`src/rtl/cpu_mc_gpio_if.sv`:
```
// cpu_mc_gpio_if
// Memory-side bus of the multi-cycle GPIO CPU: instruction ROM fetch port
// plus the req/ack data-memory port.
//   imem_addr  cpu -> rom  instruction address (registered in the CPU)
//   imem_data  rom -> cpu  instruction word, valid one cycle after imem_addr
//   dmem_req   cpu -> ram  request, held until dmem_ack
//   dmem_we    cpu -> ram  1 = store, 0 = load
//   dmem_addr  cpu -> ram  data address
//   dmem_wdata cpu -> ram  store data
//   dmem_rdata ram -> cpu  load data, sampled on the ack cycle
//   dmem_ack   ram -> cpu  completes the request in the cycle it is high
// Modports: master (CPU side), slave (memory side).
interface cpu_mc_gpio_if #(
  parameter int PC_W   = 8,
  parameter int DATA_W = 8
);
  logic [PC_W-1:0]   imem_addr;
  logic [31:0]       imem_data;
  logic              dmem_req;
  logic              dmem_we;
  logic [DATA_W-1:0] dmem_addr;
  logic [DATA_W-1:0] dmem_wdata;
  logic [DATA_W-1:0] dmem_rdata;
  logic              dmem_ack;

  modport master (
    output imem_addr,
    input  imem_data,
    output dmem_req,
    output dmem_we,
    output dmem_addr,
    output dmem_wdata,
    input  dmem_rdata,
    input  dmem_ack
  );

  modport slave (
    input  imem_addr,
    output imem_data,
    input  dmem_req,
    input  dmem_we,
    input  dmem_addr,
    input  dmem_wdata,
    output dmem_rdata,
    output dmem_ack
  );
endinterface

```
`src/rtl/cpu_mc_gpio.sv`:
```
// cpu_mc_gpio
// Parametrised multi-cycle GPIO CPU: 8-entry register file (r0 reads zero),
// synchronised GPIO input, registered GPIO output, external sync ROM and
// req/ack data RAM.
// Ports:
//   clk    system clock, rising edge
//   rst    asynchronous, active-high reset
//   gpi    asynchronous GPIO inputs (2-flop synchronised)
//   gpo    registered GPIO outputs, updated only by OUT
//   bus    cpu_mc_gpio_if.master: imem fetch port + dmem req/ack port
//   halted high in HALT
//   err    sticky dmem timeout flag (0 unless DMEM_TIMEOUT_EN is defined)
// Build option: define DMEM_TIMEOUT_EN to abort a data access that is not
// acknowledged within TIMEOUT cycles (drop req, set err, go to HALT).
//
// state   | meaning
// --------+---------------------------------------------------------------
// S_FETCH | imem_addr already holds pc; ROM word arrives for next cycle
// S_EXEC  | decode imem_data, execute / write back or launch a dmem access
// S_MEM   | dmem_req held with stable address/data until dmem_ack
// S_HALT  | halted=1, no further activity until reset
module cpu_mc_gpio #(
  parameter int DATA_W  = 8,
  parameter int PC_W    = 8,
  parameter int GPI_W   = 8,
  parameter int GPO_W   = 8,
  parameter int TIMEOUT = 16
) (
  input  logic                 clk,
  input  logic                 rst,
  input  logic [GPI_W-1:0]     gpi,
  output logic [GPO_W-1:0]     gpo,
  cpu_mc_gpio_if.master        bus,
  output logic                 halted,
  output logic                 err
);
  typedef enum logic [1:0] {S_FETCH, S_EXEC, S_MEM, S_HALT} state_t;

  localparam logic [3:0] OP_AND  = 4'd1;
  localparam logic [3:0] OP_ADD  = 4'd2;
  localparam logic [3:0] OP_SUB  = 4'd3;
  localparam logic [3:0] OP_MOV  = 4'd4;
  localparam logic [3:0] OP_LD   = 4'd5;
  localparam logic [3:0] OP_ST   = 4'd6;
  localparam logic [3:0] OP_JZ   = 4'd7;
  localparam logic [3:0] OP_JNZ  = 4'd8;
  localparam logic [3:0] OP_JMP  = 4'd9;
  localparam logic [3:0] OP_OUT  = 4'd10;
  localparam logic [3:0] OP_IN   = 4'd11;
  localparam logic [3:0] OP_HALT = 4'd15;

  state_t            r_state, w_state_nxt;
  logic [DATA_W-1:0] r_regs [1:7];
  logic [PC_W-1:0]   r_pc, r_imem_addr;
  logic [GPO_W-1:0]  r_gpo;
  logic [GPI_W-1:0]  r_gpi_s1, r_gpi_s2;
  logic              r_dmem_req, r_dmem_we;
  logic [DATA_W-1:0] r_dmem_addr, r_dmem_wdata;
  logic [2:0]        r_ld_rd;

  // instruction fields
  logic [3:0]        w_op;
  logic              w_imm_sel;
  logic [2:0]        w_rd, w_rx, w_ry;
  logic [15:0]       w_imm;
  assign w_op      = bus.imem_data[31:28];
  assign w_imm_sel = bus.imem_data[27];
  assign w_rd      = bus.imem_data[26:24];
  assign w_rx      = bus.imem_data[23:21];
  assign w_ry      = bus.imem_data[20:18];
  assign w_imm     = bus.imem_data[15:0];
  logic w_unused_bits;
  assign w_unused_bits = &{1'b0, bus.imem_data[17:16]};

  // read view of the register file with r0 forced to zero
  logic [DATA_W-1:0] w_rf [0:7];
  assign w_rf[0] = '0;
  for (genvar g = 1; g < 8; g++) begin : g_rf
    assign w_rf[g] = r_regs[g];
  end

  logic [DATA_W-1:0] w_rx_val, w_rd_val, w_op2;
  logic [PC_W-1:0]   w_pc_inc;
  assign w_rx_val = w_rf[w_rx];
  assign w_rd_val = w_rf[w_rd];
  assign w_op2    = w_imm_sel ? DATA_W'(w_imm) : w_rf[w_ry];
  assign w_pc_inc = r_pc + PC_W'(1);

  // w_tc: data access has used up its ack budget (never true without the timeout)
  logic w_tc;
`ifdef DMEM_TIMEOUT_EN
  localparam int TCNT_W = $clog2(TIMEOUT + 1);
  logic [TCNT_W-1:0] r_tcnt;
  logic              r_err;
  assign w_tc = (r_tcnt == '0);
  assign err  = r_err;
`else
  localparam int unused_timeout = TIMEOUT;
  assign w_tc = 1'b0;
  assign err  = 1'b0;
`endif

  logic              w_wb_en, w_pc_load, w_gpo_load, w_mem_start, w_mem_end, w_timeout;
  logic [2:0]        w_wb_idx;
  logic [DATA_W-1:0] w_wb_data;
  logic [PC_W-1:0]   w_pc_nxt;

  always_ff @(posedge clk or posedge rst) begin
    if (rst) r_state <= S_FETCH;
    else     r_state <= w_state_nxt;
  end

  always_comb begin
    w_state_nxt = r_state;
    w_wb_en     = 1'b0;
    w_wb_idx    = w_rd;
    w_wb_data   = '0;
    w_pc_load   = 1'b0;
    w_pc_nxt    = w_pc_inc;
    w_gpo_load  = 1'b0;
    w_mem_start = 1'b0;
    w_mem_end   = 1'b0;
    w_timeout   = 1'b0;
    case (r_state)
      S_FETCH: w_state_nxt = S_EXEC;
      S_EXEC: begin
        w_state_nxt = S_FETCH;
        w_pc_load   = 1'b1;
        case (w_op)
          OP_AND: begin w_wb_en = 1'b1; w_wb_data = w_rx_val & w_op2; end
          OP_ADD: begin w_wb_en = 1'b1; w_wb_data = w_rx_val + w_op2; end
          OP_SUB: begin w_wb_en = 1'b1; w_wb_data = w_rx_val - w_op2; end
          OP_MOV: begin w_wb_en = 1'b1; w_wb_data = w_op2; end
          OP_IN:  begin w_wb_en = 1'b1; w_wb_data = DATA_W'(r_gpi_s2); end
          OP_JZ:  if (w_rx_val == '0) w_pc_nxt = PC_W'(w_op2);
          OP_JNZ: if (w_rx_val != '0) w_pc_nxt = PC_W'(w_op2);
          OP_JMP: w_pc_nxt = PC_W'(w_op2);
          OP_OUT: w_gpo_load = 1'b1;
          OP_LD, OP_ST: begin
            w_pc_load   = 1'b0;
            w_mem_start = 1'b1;
            w_state_nxt = S_MEM;
          end
          OP_HALT: begin
            w_pc_load   = 1'b0;
            w_state_nxt = S_HALT;
          end
          default: ;
        endcase
      end
      S_MEM: begin
        if (bus.dmem_ack) begin
          w_mem_end   = 1'b1;
          w_pc_load   = 1'b1;
          w_state_nxt = S_FETCH;
          if (!r_dmem_we) begin
            w_wb_en   = 1'b1;
            w_wb_idx  = r_ld_rd;
            w_wb_data = bus.dmem_rdata;
          end
        end else if (w_tc) begin
          w_timeout   = 1'b1;
          w_state_nxt = S_HALT;
        end
      end
      S_HALT:  ;
      default: w_state_nxt = S_FETCH;
    endcase
  end

  always_ff @(posedge clk or posedge rst) begin
    if (rst) begin
      for (int i = 1; i < 8; i++) r_regs[i] <= '0;
      r_pc         <= '0;
      r_imem_addr  <= '0;
      r_gpo        <= '0;
      r_gpi_s1     <= '0;
      r_gpi_s2     <= '0;
      r_dmem_req   <= 1'b0;
      r_dmem_we    <= 1'b0;
      r_dmem_addr  <= '0;
      r_dmem_wdata <= '0;
      r_ld_rd      <= '0;
    end else begin
      r_gpi_s1 <= gpi;
      r_gpi_s2 <= r_gpi_s1;
      // r0 has no storage, so a write to index 0 simply matches nothing
      for (int i = 1; i < 8; i++) begin
        if (w_wb_en && (w_wb_idx == 3'(i))) r_regs[i] <= w_wb_data;
      end
      if (w_pc_load) begin
        r_pc        <= w_pc_nxt;
        r_imem_addr <= w_pc_nxt;
      end
      if (w_gpo_load) r_gpo <= GPO_W'(w_rx_val);
      if (w_mem_start) begin
        r_dmem_req   <= 1'b1;
        r_dmem_we    <= (w_op == OP_ST);
        r_dmem_addr  <= w_rx_val + w_op2;
        r_dmem_wdata <= w_rd_val;
        r_ld_rd      <= w_rd;
      end else if (w_mem_end || w_timeout) begin
        r_dmem_req <= 1'b0;
      end
    end
  end

`ifdef DMEM_TIMEOUT_EN
  // down-counter loaded on entry to MEM; terminal count 0 means the
  // current MEM cycle is the last one allowed without an ack
  always_ff @(posedge clk or posedge rst) begin
    if (rst) begin
      r_tcnt <= TCNT_W'(TIMEOUT - 1);
      r_err  <= 1'b0;
    end else begin
      if (w_mem_start || w_mem_end)            r_tcnt <= TCNT_W'(TIMEOUT - 1);
      else if ((r_state == S_MEM) && !w_tc)    r_tcnt <= r_tcnt - TCNT_W'(1);
      if (w_timeout) r_err <= 1'b1;
    end
  end
`endif

  assign gpo            = r_gpo;
  assign halted         = (r_state == S_HALT);
  assign bus.imem_addr  = r_imem_addr;
  assign bus.dmem_req   = r_dmem_req;
  assign bus.dmem_we    = r_dmem_we;
  assign bus.dmem_addr  = r_dmem_addr;
  assign bus.dmem_wdata = r_dmem_wdata;
endmodule

```
`src/flat_wrapper.sv`:
```
// flat-port wrapper written by rule: the top's interface ports become plain ports
module cpu_mc_gpio_flat 
#(
  parameter int DATA_W  = 8,
  parameter int PC_W    = 8,
  parameter int GPI_W   = 8,
  parameter int GPO_W   = 8,
  parameter int TIMEOUT = 16
)
  (clk, rst, gpi, gpo, halted, err, bus_imem_addr, bus_imem_data, bus_dmem_req, bus_dmem_we, bus_dmem_addr, bus_dmem_wdata, bus_dmem_rdata, bus_dmem_ack);
  cpu_mc_gpio_if #(.PC_W(PC_W), .DATA_W(DATA_W)) bus_i ();
  input  logic clk;
  input  logic rst;
  input  logic [GPI_W-1:0] gpi;
  output logic [GPO_W-1:0] gpo;
  output logic halted;
  output logic err;
  output wire logic [$bits(bus_i.imem_addr)-1:0] bus_imem_addr;
  input wire logic [$bits(bus_i.imem_data)-1:0] bus_imem_data;
  output wire logic [$bits(bus_i.dmem_req)-1:0] bus_dmem_req;
  output wire logic [$bits(bus_i.dmem_we)-1:0] bus_dmem_we;
  output wire logic [$bits(bus_i.dmem_addr)-1:0] bus_dmem_addr;
  output wire logic [$bits(bus_i.dmem_wdata)-1:0] bus_dmem_wdata;
  input wire logic [$bits(bus_i.dmem_rdata)-1:0] bus_dmem_rdata;
  input wire logic [$bits(bus_i.dmem_ack)-1:0] bus_dmem_ack;
  assign bus_imem_addr = bus_i.imem_addr;
  assign bus_i.imem_data = bus_imem_data;
  assign bus_dmem_req = bus_i.dmem_req;
  assign bus_dmem_we = bus_i.dmem_we;
  assign bus_dmem_addr = bus_i.dmem_addr;
  assign bus_dmem_wdata = bus_i.dmem_wdata;
  assign bus_i.dmem_rdata = bus_dmem_rdata;
  assign bus_i.dmem_ack = bus_dmem_ack;
  cpu_mc_gpio #(.DATA_W(DATA_W), .PC_W(PC_W), .GPI_W(GPI_W), .GPO_W(GPO_W), .TIMEOUT(TIMEOUT)) u_core (.clk(clk), .rst(rst), .gpi(gpi), .gpo(gpo), .bus(bus_i), .halted(halted), .err(err));
endmodule
```
`config.mk`:
```
export PLATFORM = sky130hd
export DESIGN_NAME = cpu_mc_gpio_flat
export DESIGN_NICKNAME = d
export VERILOG_FILES = /design/src/rtl/cpu_mc_gpio_if.sv /design/src/rtl/cpu_mc_gpio.sv /design/src/flat_wrapper.sv
export SDC_FILE = /design/constraint.sdc
export NUM_CORES = 1
export LEC_CHECK = 0
export BUFFER_PORTS_ARGS = -buffer_cell sky130_fd_sc_hd__buf_2
export CAP_MARGIN = 20
export CORE_MARGIN = 2
export CORE_UTILIZATION = 25
export CTS_CLUSTER_SIZE = 30
export DETAILED_ROUTE_END_ITERATION = 12
export SETUP_SLACK_MARGIN = 0.1
export SLEW_MARGIN = 20
export SYNTH_ARGS = -nofsm -noshare
export SYNTH_HDL_FRONTEND = slang
export SYNTH_SLANG_ARGS = --single-unit
```
`constraint.sdc`:
```
create_clock -name clk -period 7.9 [get_ports clk]
set_input_delay 0.395 -clock clk [delete_from_list [all_inputs] [get_ports clk]]
set_output_delay 0.395 -clock clk [all_outputs]
set_load 0.03 [all_outputs]
```
Yosys cells after proc, flatten, opt, wreduce, memory -nomap -nowiden
Cells that the tools add are included.
{"block": "op_classes", "add_sub_neg": 3, "order_cmp": 3, "n_eq_ne": 23, "muxes": 38, "n_bitwise": 4, "n_reduce_logical": 16}
{"operator": "2-to-1 mux 8 bit", "count": 12}
{"operator": "binary-select mux 8 bit (select 3 bit)", "count": 3}
{"operator": "one-hot mux 8 bit (5 select lines)", "count": 1}
{"operator": "one-hot mux 8 bit (3 select lines)", "count": 1}
{"operator": "== test 4 bit, second input constant", "count": 5}
{"operator": "== test 4 x 3 -> 1 bit, second input constant", "count": 4}
{"operator": "one-hot mux 8 bit (2 select lines)", "count": 1}
{"operator": "== test 3 bit, second input constant", "count": 4}
{"operator": ">= comparator 4 bit, second input constant", "count": 3}
{"operator": "2-to-1 mux 1 bit", "count": 12}
{"operator": "inverter 3 -> 4 bit", "count": 3}
{"operator": "2-to-1 mux 3 bit", "count": 3}
{"operator": "adder 8 x 1 -> 8 bit, second input constant", "count": 1}
{"operator": "adder 8 bit", "count": 1}
{"operator": "bitwise AND 8 bit", "count": 1}
{"operator": "== test 4 x 2 -> 1 bit, second input constant", "count": 2}
{"operator": "zero test 8 bit", "count": 1}
{"operator": "nonzero test 8 bit", "count": 1}
{"operator": "subtractor 8 bit", "count": 1}
{"operator": "logical AND 1 bit", "count": 7}
{"operator": "== test 3 x 2 -> 1 bit, second input constant", "count": 2}
{"operator": "one-hot mux 2 bit (3 select lines)", "count": 1}
{"operator": "OR reduction 5 bit", "count": 1}
{"operator": "== test 2 bit, second input constant", "count": 2}
{"operator": "13 further kinds", "count": 14}
{"block": "totals", "reg_bits": 111, "wordCells": 104}

Longest topological paths before layout
{"block": "depth", "ltp_word": 8, "ltp_mapped": 16, "ltp_nobuf": 14}

Worst setup path before layout
Ideal clock, no wire load.
{"block": "synth_path", "path_type": "input to register", "from": "input port bus_imem_data[19]", "to": "register u_core.r_regs[15] (netlist bit)", "setup_time_ns": 0.125, "arrival_ns": 3.496, "t_required_ns": 7.775, "path_slack_ns": 4.279, "cell_stages": 15, "cell_sequence": "buf_2 nor2b_1 clkbuf_1 a221oi_1 o31ai_1 inv_1 ha_1 nand2b_1 a21oi_1 o21ai_0 a21oi_1 o41a_1 a221o_1 a31o_2 mux2_2"}
{"block": "synth_between", "elab_chain_cells": 8, "word_cells_on_any_way": 10, "classes_between": "2 x add/sub; 6 x mux; 2 x bitwise"}
{"item": "start: declaration", "line": "flat_wrapper.sv:19", "rtl": "input wire logic [$bits(bus_i.imem_data)-1:0] bus_imem_data;"}
{"item": "inverter 3 -> 4 bit (not written as such) (*)", "line": "cpu_mc_gpio.sv:86", "rtl": "assign w_op2 = w_imm_sel ? DATA_W'(w_imm) : w_rf[w_ry];"}
{"item": "binary-select mux 8 bit (select 3 bit) (*)", "line": "cpu_mc_gpio.sv:86"}
{"item": "2-to-1 mux 8 bit (not written as such) (*) (2 in a row)", "line": "cpu_mc_gpio.sv:86"}
{"item": "2-to-1 mux 8 bit (*)", "line": "cpu_mc_gpio.sv:86"}
{"item": "subtractor 8 bit, or another cell as far along", "line": "cpu_mc_gpio.sv:132", "rtl": "OP_SUB: begin w_wb_en = 1'b1; w_wb_data = w_rx_val - w_op2; end"}
{"item": "one-hot mux 8 bit (5 select lines) (*)", "line": "cpu_mc_gpio.sv:129", "rtl": "case (w_op)"}
{"item": "one-hot mux 8 bit (2 select lines) (*)", "line": "cpu_mc_gpio.sv:124", "rtl": "case (r_state)"}
{"item": "end signal: indexed assignment", "line": "cpu_mc_gpio.sv:189", "rtl": "if (w_wb_en && (w_wb_idx == 3'(i))) r_regs[i] <= w_wb_data;"}
{"item": "end: declaration", "line": "cpu_mc_gpio.sv:53", "rtl": "logic [DATA_W-1:0] r_regs [1:7];"}
Every way passes the cells marked *; elsewhere a longest branch is shown, timed or not. The select of a mux whose other input is x is not followed.
A chain may end at the register's enable or synchronous reset.

Worst setup path in the final report
{"block": "layout_path", "from": "input port bus_imem_data[19]", "to": "register u_core.r_regs[26] (netlist bit)"}
The elaborated chain is that of the path after synthesis.

==> flow_metrics.tcl <==
set metrics [dict create \
    synth_cell_types 60 \
    cts_hold_buffers 0 \
    arrival_ps 4890 \
    die_w_um 170.8 \
    power_frac_seq_pct 39.0 \
    synth-seq-area-share_pct 39.94 \
    grt_pass1_vias 5414 \
    grt_usage_pct 14.73 \
    setup_slack_ps 3308 \
    cts_setup_buffers 0 \
    clock-sinks 111 \
    clkLatencyLatePin_ps 360 \
    maxCapViolations 0 \
    utilization_pct 28.89 \
    required_ps 8200 \
    area_delta_synth_final_pct 14.44 \
    internal_power_w 0.001253 \
    gp_congestion 0.9147 \
    report.final.slew_viol_count 0 \
    rsz0062_at_grt "false" \
    peakVddDrop_v 0.0001053 \
    ctsHtreeMaxLevel 3 \
    syn_area_um2 6955 \
    grt_pass1_wl_mm 32.56 \
    overflow 0 \
    status "finished clean" \
    num_antenna_cells 0 \
    core_area_um2 27550 \
    place_ws_ps 3010 \
    finalWirelength_mm 21.09 \
    drive_above_1_share_pct 29.02 \
    yosysTopAreaCell "dfrtp_1" \
    ys.flop_type "dfrtp_1" \
    routedWlPerCell_um 19.09 \
    timing.fmax_mhz 217.8 \
    setup_viol 0 \
    syn_area_per_cell_um2 10.33 \
    critPathLaunchType "input port" \
    p_comb_share_pct 37.2 \
    ys_seq_elements 111 \
    synth_top_area_share_pct 39.94 \
    max_slew_margin_pct 25.33 \
    synth_most_common_cell "dfrtp_1" \
    clk_path_buf_depth 2 \
    antenna_found_initial 1 \
    p_switching_w 0.0008032 \
    r2r_cells 13 \
    hpwl_mm 15.12 \
    cp-end-kind "flip-flop" \
    ys_async_sr_fraction_pct 100.0 \
    drc 0 \
    synth_edf_count 0 \
    tightest_slew_ps 1120 \
    numPortBuffers 75 \
    dp_cells 1089 \
    finalHoldViolations 0 \
    fin_skew_ps 8.557 \
    initial_core_util_pct 25.24 \
    num_vias 5552 \
    cts_resized 0 \
    synth_warnings 0 \
    min_period_over_period_pct 58.13 \
    die_h_um 170.8 \
    period_minus_slack_ps 4592 \
    synth_cells 673 \
    synth_commonest_cells "dfrtp_1, mux2_2, nor2_1, nand2_1, o21ai_0" \
    ys_top_cells_by_area "dfrtp_1, mux2_2, mux4_2" \
    power_leakage_nw 3.502 \
    cts_root_buf "clkbuf_16" \
    critPathMaxFanout 17 \
    clkPwrFrac_pct 23.7 \
    path_class "in -> reg" \
    ant_nets 0 \
    fin_cells 1105 \
    die-area_um2 29170 \
    drt-initial-drc-count 486 \
    rows 61 \
    io_pins 87 \
    p_sw_share_pct 39.06 \
    cts_tree "done" \
    viasPerCell 5.024 \
    total_power_w 0.002056 \
    drt_pass1_iterations 5 \
    cts_made_buffers 9 \
    nNetsFinal 796 \
    syn-num-nets 747 \
    clkTransAtPathRegs_ps 70 \
    hold_path_class "in -> async" \
    tns_ps 0 \
    grt_max_degree 61 \
    p_per_area_nw_per_um2 258.3 \
    reg2reg_slack_ps 3990 \
]
## cell families (layout without fill, tap and decap cells)
family | count (synthesis) | in the layout | share of synthesized area (%)
DFF | 111 | 111 | 39.94
adders and majority gates | 23 | 23 | 4.353
buffers and inverters | 76 | 130 | 5.091
AOI/OAI and AO/OA | 175 | 175 | 17.25
other | 1 | 1 | 0.05391
and+or+nand+nor | 164 | 164 | 11.32
xor gates and xnor gates | 9 | 9 | 1.133
muxes | 114 | 114 | 20.87
## through the flow
stage,hold slack (ps),instance area [um^2]
after floorplan,331.2,6955
after CTS,129.0,7956
after global placement,338.3,7632
final,119.8,7960
after detailed placement,334.7,7642
after global routing,129.2,7960
## routing by layer
| metal | GRT usage, % | part of all wire, % |
|---|---|---|
| met3 | 2.730 | 6.8 |
| met2 | 23.02 | 46 |
| met1 | 19.84 | 44 |
| met4 | 6.540 | 3.5 |
| met5 | 0 | 0.033 |
## critical path, cell delays in order
cell and delay [ps]:
buf_2 440, nor2b_1 680, a221oi_1 200, o31ai_1 760
ha_1 310, inv_1 80, fa_1 440, nor2_1 110
a21oi_1 60, xnor2_1 140, o22ai_1 160, a21oi_1 60
o21ai_0 740, mux2_2 300
## worst paths after layout
| check | startpoint | endpoint |
|---|---|---|
| min | rst | u_core.r_gpi_s1[1]$_DFF_PP0_ |
| max | bus_imem_data[19] | u_core.r_regs[26]$_DFFE_PP0P_ |
| min reg2reg | u_core.r_gpi_s1[1]$_DFF_PP0_ | u_core.r_gpi_s2[1]$_DFF_PP0_ |
| max in group asynchronous | rst | u_core.r_regs[28]$_DFFE_PP0P_ |
| min in group clk | gpi[1] | u_core.r_gpi_s1[1]$_DFF_PP0_ |
| max reg2reg | u_core.r_regs[8]$_DFFE_PP0P_ | u_core.r_regs[26]$_DFFE_PP0P_ |
## sequential cells by signal, summed over array words and instances (netlist names), 3 cells and up
signal and cells:
u_core.bus.dmem_wdata 8, u_core.r_gpi_s1 8, u_core.gpo 8, u_core.r_ld_rd 3, u_core.r_regs 56, u_core.r_pc 8, u_core.r_gpi_s2 8, u_core.bus.dmem_addr 8
## layout make-up
cell class | count | area [um^2]
clock inverter | 5 | 61.31
fill | 2863 | 19590
timing repair buffer | 86 | 455.4
clock buffer | 11 | 252.7
multi-input combinational | 486 | 3832
tap | 378 | 473.0
sequential | 111 | 2778
inverter | 28 | 107.6
## placed cells by master, fill, tap and decap left out, types with 3 or more instances in the layout
master     synthesis  routed
nand3b_1           4       4
buf_2             16      76
nand3_1            9       9
mux2_4             4       4
nand2b_1           6       6
o31ai_1           10      10
a221oi_1          19      19
nor3_1             5       5
clkbuf_16          0       9
o21bai_1           5       5
ha_1              21      21
mux4_2            16      16
o22ai_1            5       5
nor2_1            55      54
o21ai_0           38      38
mux2_2            70      70
nor2b_1           17      16
a221oi_2           6       6
and3_1             5       5
a22o_1             3       3
buf_4              1      10
inv_1             28      27
xnor2_1            8       8
mux2i_1           22      22
and2_1             5       5
dfrtp_1          111     111
a22oi_1           19      19
a31oi_1           16      16
a21oi_1           35      34
nand2_1           47      47
## power groups by stage
stage / Combinational (W) / Sequential [W] / Clock [W]
after floorplan: 0.000428 / 0.000917 / 0
after global routing: 0.000845 / 0.000825 / 0.000519
after CTS: 0.000765 / 0.000803 / 0.000500
final: 0.000766 / 0.000802 / 0.000488
after global placement: 0.000754 / 0.000808 / 0
after detailed placement: 0.000763 / 0.000813 / 0
Power figures use the tool's default switching activity.
